## src/rtl/axis_traffic_gen.sv

```systemverilog
// axis_traffic_gen: deterministic AXI-Stream packet source with a sweeping packet length.
// Optional 2-cycle inter-packet gap is enabled by defining TRAFFIC_GEN_GAP_EN.
module axis_traffic_gen #(
  parameter int          DWIDTH  = 512,
  parameter int unsigned PKT_NUM = 1000,
  parameter int          MIN_LEN = 64,
  parameter int          MAX_LEN = 9600
) (
  input  logic                tx_clk,
  input  logic                rst,
  input  logic                start,
  output logic [DWIDTH-1:0]   m_axis_tdata,
  output logic [DWIDTH/8-1:0] m_axis_tkeep,
  output logic                m_axis_tlast,
  output logic                m_axis_tvalid,
  input  logic                m_axis_tready,
  output logic                send_done,
  output logic [31:0]         pkt_cnt
);

  localparam int          BB       = DWIDTH / 8;
  localparam logic [31:0] LAST_PKT = 32'(PKT_NUM - 1);

`ifdef TRAFFIC_GEN_GAP_EN
  typedef enum logic [1:0] {IDLE, SEND, GAP, DONE} state_t;
`else
  typedef enum logic [1:0] {IDLE, SEND, DONE} state_t;
`endif

  state_t      state, state_n;
  logic [31:0] seq, seq_n;
  logic [15:0] len, len_n;
  logic [15:0] off, off_n;
  logic [31:0] cnt_n;
  logic        done_n;
  logic        valid_n;
  logic        load;
`ifdef TRAFFIC_GEN_GAP_EN
  logic        gap_cnt, gap_n;
`endif

  logic [DWIDTH-1:0] beat_data;
  logic [BB-1:0]     beat_keep;
  logic              beat_last;

  // Next-state logic; a new beat is loaded into the output register whenever load is set.
  always_comb begin
    state_n = state;
    seq_n   = seq;
    len_n   = len;
    off_n   = off;
    cnt_n   = pkt_cnt;
    done_n  = send_done;
    valid_n = m_axis_tvalid;
    load    = 1'b0;
`ifdef TRAFFIC_GEN_GAP_EN
    gap_n   = gap_cnt;
`endif
    case (state)
      IDLE: begin
        if (start) begin
          if (PKT_NUM == 0) begin
            state_n = DONE;
            done_n  = 1'b1;
          end else begin
            state_n = SEND;
          end
        end
      end
      SEND: begin
        if (!m_axis_tvalid) begin
          load    = 1'b1;
          valid_n = 1'b1;
        end else if (m_axis_tready) begin
          if (!m_axis_tlast) begin
            off_n = off + 16'(BB);
            load  = 1'b1;
          end else begin
            seq_n = seq + 32'd1;
            cnt_n = pkt_cnt + 32'd1;
            len_n = (len == 16'(MAX_LEN)) ? 16'(MIN_LEN) : len + 16'd1;
            off_n = '0;
            if (pkt_cnt == LAST_PKT) begin
              state_n = DONE;
              done_n  = 1'b1;
              valid_n = 1'b0;
            end else begin
`ifdef TRAFFIC_GEN_GAP_EN
              state_n = GAP;
              gap_n   = 1'b0;
              valid_n = 1'b0;
`else
              load    = 1'b1;
`endif
            end
          end
        end
      end
`ifdef TRAFFIC_GEN_GAP_EN
      // Loading on the second gap cycle keeps the idle span at exactly two cycles.
      GAP: begin
        if (gap_cnt) begin
          state_n = SEND;
          load    = 1'b1;
          valid_n = 1'b1;
        end else begin
          gap_n = 1'b1;
        end
      end
`endif
      DONE: begin
        valid_n = 1'b0;
      end
      default: begin
        state_n = IDLE;
      end
    endcase
  end

  // Beat built from the post-update seq/len/offset so back-to-back packets see fresh values.
  always_comb begin
    beat_data = '0;
    beat_keep = '0;
    for (int unsigned i = 0; i < BB; i++) begin
      if (({1'b0, off_n} + 17'(i)) < {1'b0, len_n}) begin
        beat_keep[i]        = 1'b1;
        beat_data[i*8 +: 8] = seq_n[7:0] + off_n[7:0] + 8'(i);
      end
    end
    beat_last = ({1'b0, off_n} + 17'(BB)) >= {1'b0, len_n};
  end

  always_ff @(posedge tx_clk or posedge rst) begin
    if (rst) begin
      state         <= IDLE;
      seq           <= '0;
      len           <= 16'(MIN_LEN);
      off           <= '0;
      pkt_cnt       <= '0;
      send_done     <= 1'b0;
      m_axis_tvalid <= 1'b0;
      m_axis_tdata  <= '0;
      m_axis_tkeep  <= '0;
      m_axis_tlast  <= 1'b0;
`ifdef TRAFFIC_GEN_GAP_EN
      gap_cnt       <= 1'b0;
`endif
    end else begin
      state         <= state_n;
      seq           <= seq_n;
      len           <= len_n;
      off           <= off_n;
      pkt_cnt       <= cnt_n;
      send_done     <= done_n;
      m_axis_tvalid <= valid_n;
`ifdef TRAFFIC_GEN_GAP_EN
      gap_cnt       <= gap_n;
`endif
      if (!valid_n) begin
        m_axis_tdata <= '0;
        m_axis_tkeep <= '0;
        m_axis_tlast <= 1'b0;
      end else if (load) begin
        m_axis_tdata <= beat_data;
        m_axis_tkeep <= beat_keep;
        m_axis_tlast <= beat_last;
      end
    end
  end

endmodule

```

## config.mk

```make
export PLATFORM = sky130hd
export DESIGN_NAME = axis_traffic_gen
export DESIGN_NICKNAME = d
export VERILOG_FILES = /design/src/rtl/axis_traffic_gen.sv
export SDC_FILE = /design/constraint.sdc
export NUM_CORES = 2
export LEC_CHECK = 0
export ABC_AREA = 1
export CAP_MARGIN = 20
export CORE_AREA = 4 4 446 448
export CTS_BUF_LIST = sky130_fd_sc_hd__clkbuf_4 sky130_fd_sc_hd__clkbuf_8
export DETAILED_ROUTE_END_ITERATION = 10
export DIE_AREA = 0 0 450 452
export GPL_TIMING_DRIVEN = 1
export PLACE_DENSITY = 0.49
export RECOVER_POWER = 50
export SYNTH_ARGS = -nofsm -noshare
export SYNTH_HDL_FRONTEND = slang
export SYNTH_SLANG_ARGS = --single-unit
```

## constraint.sdc

```tcl
create_clock -name tx_clk -period 21.4 [get_ports tx_clk]
set_clock_uncertainty 0.2 [all_clocks]
set_input_delay 4.28 -clock tx_clk [delete_from_list [all_inputs] [get_ports tx_clk]]
set_output_delay 4.28 -clock tx_clk [all_outputs]
set_load 0.01 [all_outputs]
```

==> out/metrics.yaml <==
outcome:
  status: "finished, violations left"
  failed_checks: "capacitance limit, slew limit"
worst_setup_path:
  reg2reg_to: "m_axis_tdata[323]"
  ff2ff_setup_slack_ps: 8850
  crit_slowest_cell: "clkbuf_1"
  max_stage_delay_ps: 3900
  cp_data_arrival_time_ps: 15930
  cp_max_fo: 48
  path_class: "in2reg"
  r2r_cells: 23
  cp-start-kind: "input pin"
  worstPathRequired_ps: 21920
  endpoint_kind: "flop"
  crit_chain: "dlygate4sd3_1 > inv_1 > nor2_1 > nand3_1 > nand2_2 > clkbuf_1 > inv_2 > nor2_2 > nand2_4 > nor2_4 > inv_2 > nor2_4 > buf_4 > inv_2 > nor2_1 > xor2_1 > ha_1 > inv_1 > nand3_1 > a21oi_1 > nand2_1 > o21ai_0"
  timing.critical_path.mode_cell: "inv_2"
  r2r_start: "state[1]"
run:
  cap_violations: 25
min_path:
  hp-class: "reg2reg"
  whs_endpoint: "m_axis_tdata[479]"
  holdPathStages: 2
  min-delay-start: "m_axis_tdata[479]"
yosys:
  syn-cell-area_um2: 58240
  synth_fp_nets: 8807
  ys_ff_latch: 653
  synth_edf_count: 0
  yosys_warnings: 0
  synthCells: 7964
  ys.flop_type: "dfrtp_1"
  async_flop_share: 1.000
  yosys.cell_types.count: 54
  syn_avg_cell_area_um2: 7.313
  yosysSeqAreaShare: 0.2806
clock_network:
  post_cts_buffers: 0
  holdBufCountCts: 0
  clk_latency_ps: 820
  clockRootBuffer: "clkbuf_8"
  cts_tree: "built"
  clock_sinks: 653
  path_clk_slew_ps: 60
  post_cts_resized: 0
  cts_htree_levels: 3
  cts_buffers: 109
  clockBufferDepth: 3
die:
  start_util: 0.2993
  pin_count: 615
  die_area_um2: 203400
  rows: 162
  core_um2: 194600
  die_w_um: 450
  die_height_um: 452
route:
  postRouteAntennaNets: 0
  wire_per_inst_um: 29.49
  viasPerCell: 5.417
  drt_iter0_markers: 6313
  routed_wl_um: 331200
  first_pass_iters: 7
  drcViolationCount: 0
  vias: 60840
finish:
  design_area_um2: 70240
  layout-drive-gt1-share: 0.05489
  area.growth.synth_to_final_pct: 20.60
  fillCellCount: 20850
  final_common_cell: "nand2_1"
  final_cell_mix: "2240 x nand2_1, 837 x ha_1, 783 x inv_1, 717 x xor2_1, 652 x dfrtp_1"
  nNetsFinal: 9429
timing:
  relSlewSlack: -3.345
  rsz0062_at_grt: "no"
  tightest_slew_ps: 6517
  setup_violations: 0
  holdWs_ps: 271.4
  finalCriticalPeriod_ps: 15410
  fin_crit_sh: 0.7203
  drv_slew: 889
  finalHoldViolations: 0
  fmax_mhz: 64.87
  tns_ps: 0
power_and_ir_drop:
  p_leak_nw: 36.92
  intPower_mw: 3.712
  p_seq_frac: 0.185
  net-switching-power_mw: 4.725
  swShare: 0.5600
  combPwrFrac: 0.667
  power_density_nw_per_um2: 120.1
  clkPwrFrac: 0.149
  ir_drop_v: 0.00009913
global_route:
  grt_pass1_wl_um: 459100
  grt_pass1_vias: 57840
  overflow: 0
  antenna_found_initial: 25
  grt_max_degree: 181
  track_usage: 0.3144
place:
  dpl-instance-area_um2: 67980
  dp_hpwl_um: 239000
  place.port_buffers: 614
  place.gp.congestion: 1.021
-- layout make-up --
type,count,area [µm²],area share
Sequential cell,653,16340,0.2327
Antenna cell,17,42.54,0.0006056
Inverter,820,3084,0.04391
Multi-Input combinational cell,6219,37800,0.5381
Clock buffer,176,2178,0.03101
Clock inverter,21,245.2,0.003491
Timing Repair Buffer,783,7370,0.1049
Tap cell,2542,3181,0.04528
-- cell usage after synthesis (all sizes together), types with 29 or more instances --
master / instances / area [µm²]
nor2: 626 / 2504
nand2: 2264 / 8546
nor3: 86 / 430.4
xor2: 718 / 6289
xnor2: 49 / 429.2
dfrtp: 652 / 16320
o31a: 33 / 289.0
ha: 838 / 10490
a21boi: 35 / 262.8
a21oi: 441 / 2218
clkbuf: 154 / 578.1
inv: 809 / 3037
nand4: 158 / 994.7
o21ai: 530 / 2668
a211oi: 29 / 217.7
buf: 118 / 619.3
nand3: 316 / 1624
-- flip-flops by register name, summed over array words and instances (netlist names) --
name,flops
len,16
m_axis_tdata,512
m_axis_tkeep,64
m_axis_tlast,1
m_axis_tvalid,1
off,16
pkt_cnt,32
send_done,1
seq,8
state,2
-- routing by layer --
layer / track usage / share of wire
met1: 0.3948 / 0.40
met2: 0.4957 / 0.44
met5: 0 / 0.00021
met3: 0.06637 / 0.088
met4: 0.1903 / 0.076
-- kinds of logic (layout without fill, tap and decap cells) --
group,Yosys count,after routing,synth area share
DFF,653,653,0.2806
adders and majority gates,839,839,0.1804
AOI/OAI and AO/OA,1106,1106,0.1018
xor gates and xnor gates,767,767,0.1153
muxes,1,1,0.0001933
other,0,17,0
buffers and inverters,1092,1800,0.07340
and+or+nand+nor,3506,3506,0.2483
-- power by group through the flow --
stage	Combinational (mW)	Clock [mW]	Sequential, mW
2_1_floorplan	3.07	0	1.63
3_3_place_gp	5.49	0	1.59
3_5_place_dp	5.54	0	1.59
4_1_cts	5.57	1.28	1.57
5_1_grt	6.03	1.33	1.58
6_report	5.62	1.25	1.56
-- worst max-delay path: cells and delay by family --
family,cells,cell delay (ps)
buffers and inverters,8,6860
and+or+nand+nor,10,3340
AOI/OAI and AO/OA,2,1050
adders and majority gates,1,190
xor gates and xnor gates,1,90
-- how the worst max path moves through the flow --
stage | startpoint | slack (ps) | end
after global routing | m_axis_tready | 6120 | m_axis_tdata[294]
after global placement | m_axis_tready | 9230 | m_axis_tdata[63]
after floorplan | rst | 8000 | len[0]
final | m_axis_tready | 5990 | m_axis_tdata[323]
after detailed placement | m_axis_tready | 9210 | m_axis_tdata[410]
after CTS | m_axis_tready | 10150 | m_axis_tdata[410]
-- stage by stage --
| step | setup WS, ps | power, mW | instances | utilization |
|---|---|---|---|---|
| after floorplan | 7996 | 4.701 | 7964 | - |
| after global placement | 9230 | 7.072 | 11020 | 0.3492 |
| after detailed placement | 9205 | 7.129 | 11020 | 0.3494 |
| after CTS | 10150 | 8.416 | 11210 | 0.3618 |
| after global routing | 6116 | 8.941 | 11220 | 0.3608 |
| final | 5985 | 8.438 | 11230 | 0.3610 |
Power figures use the tool's default switching activity.
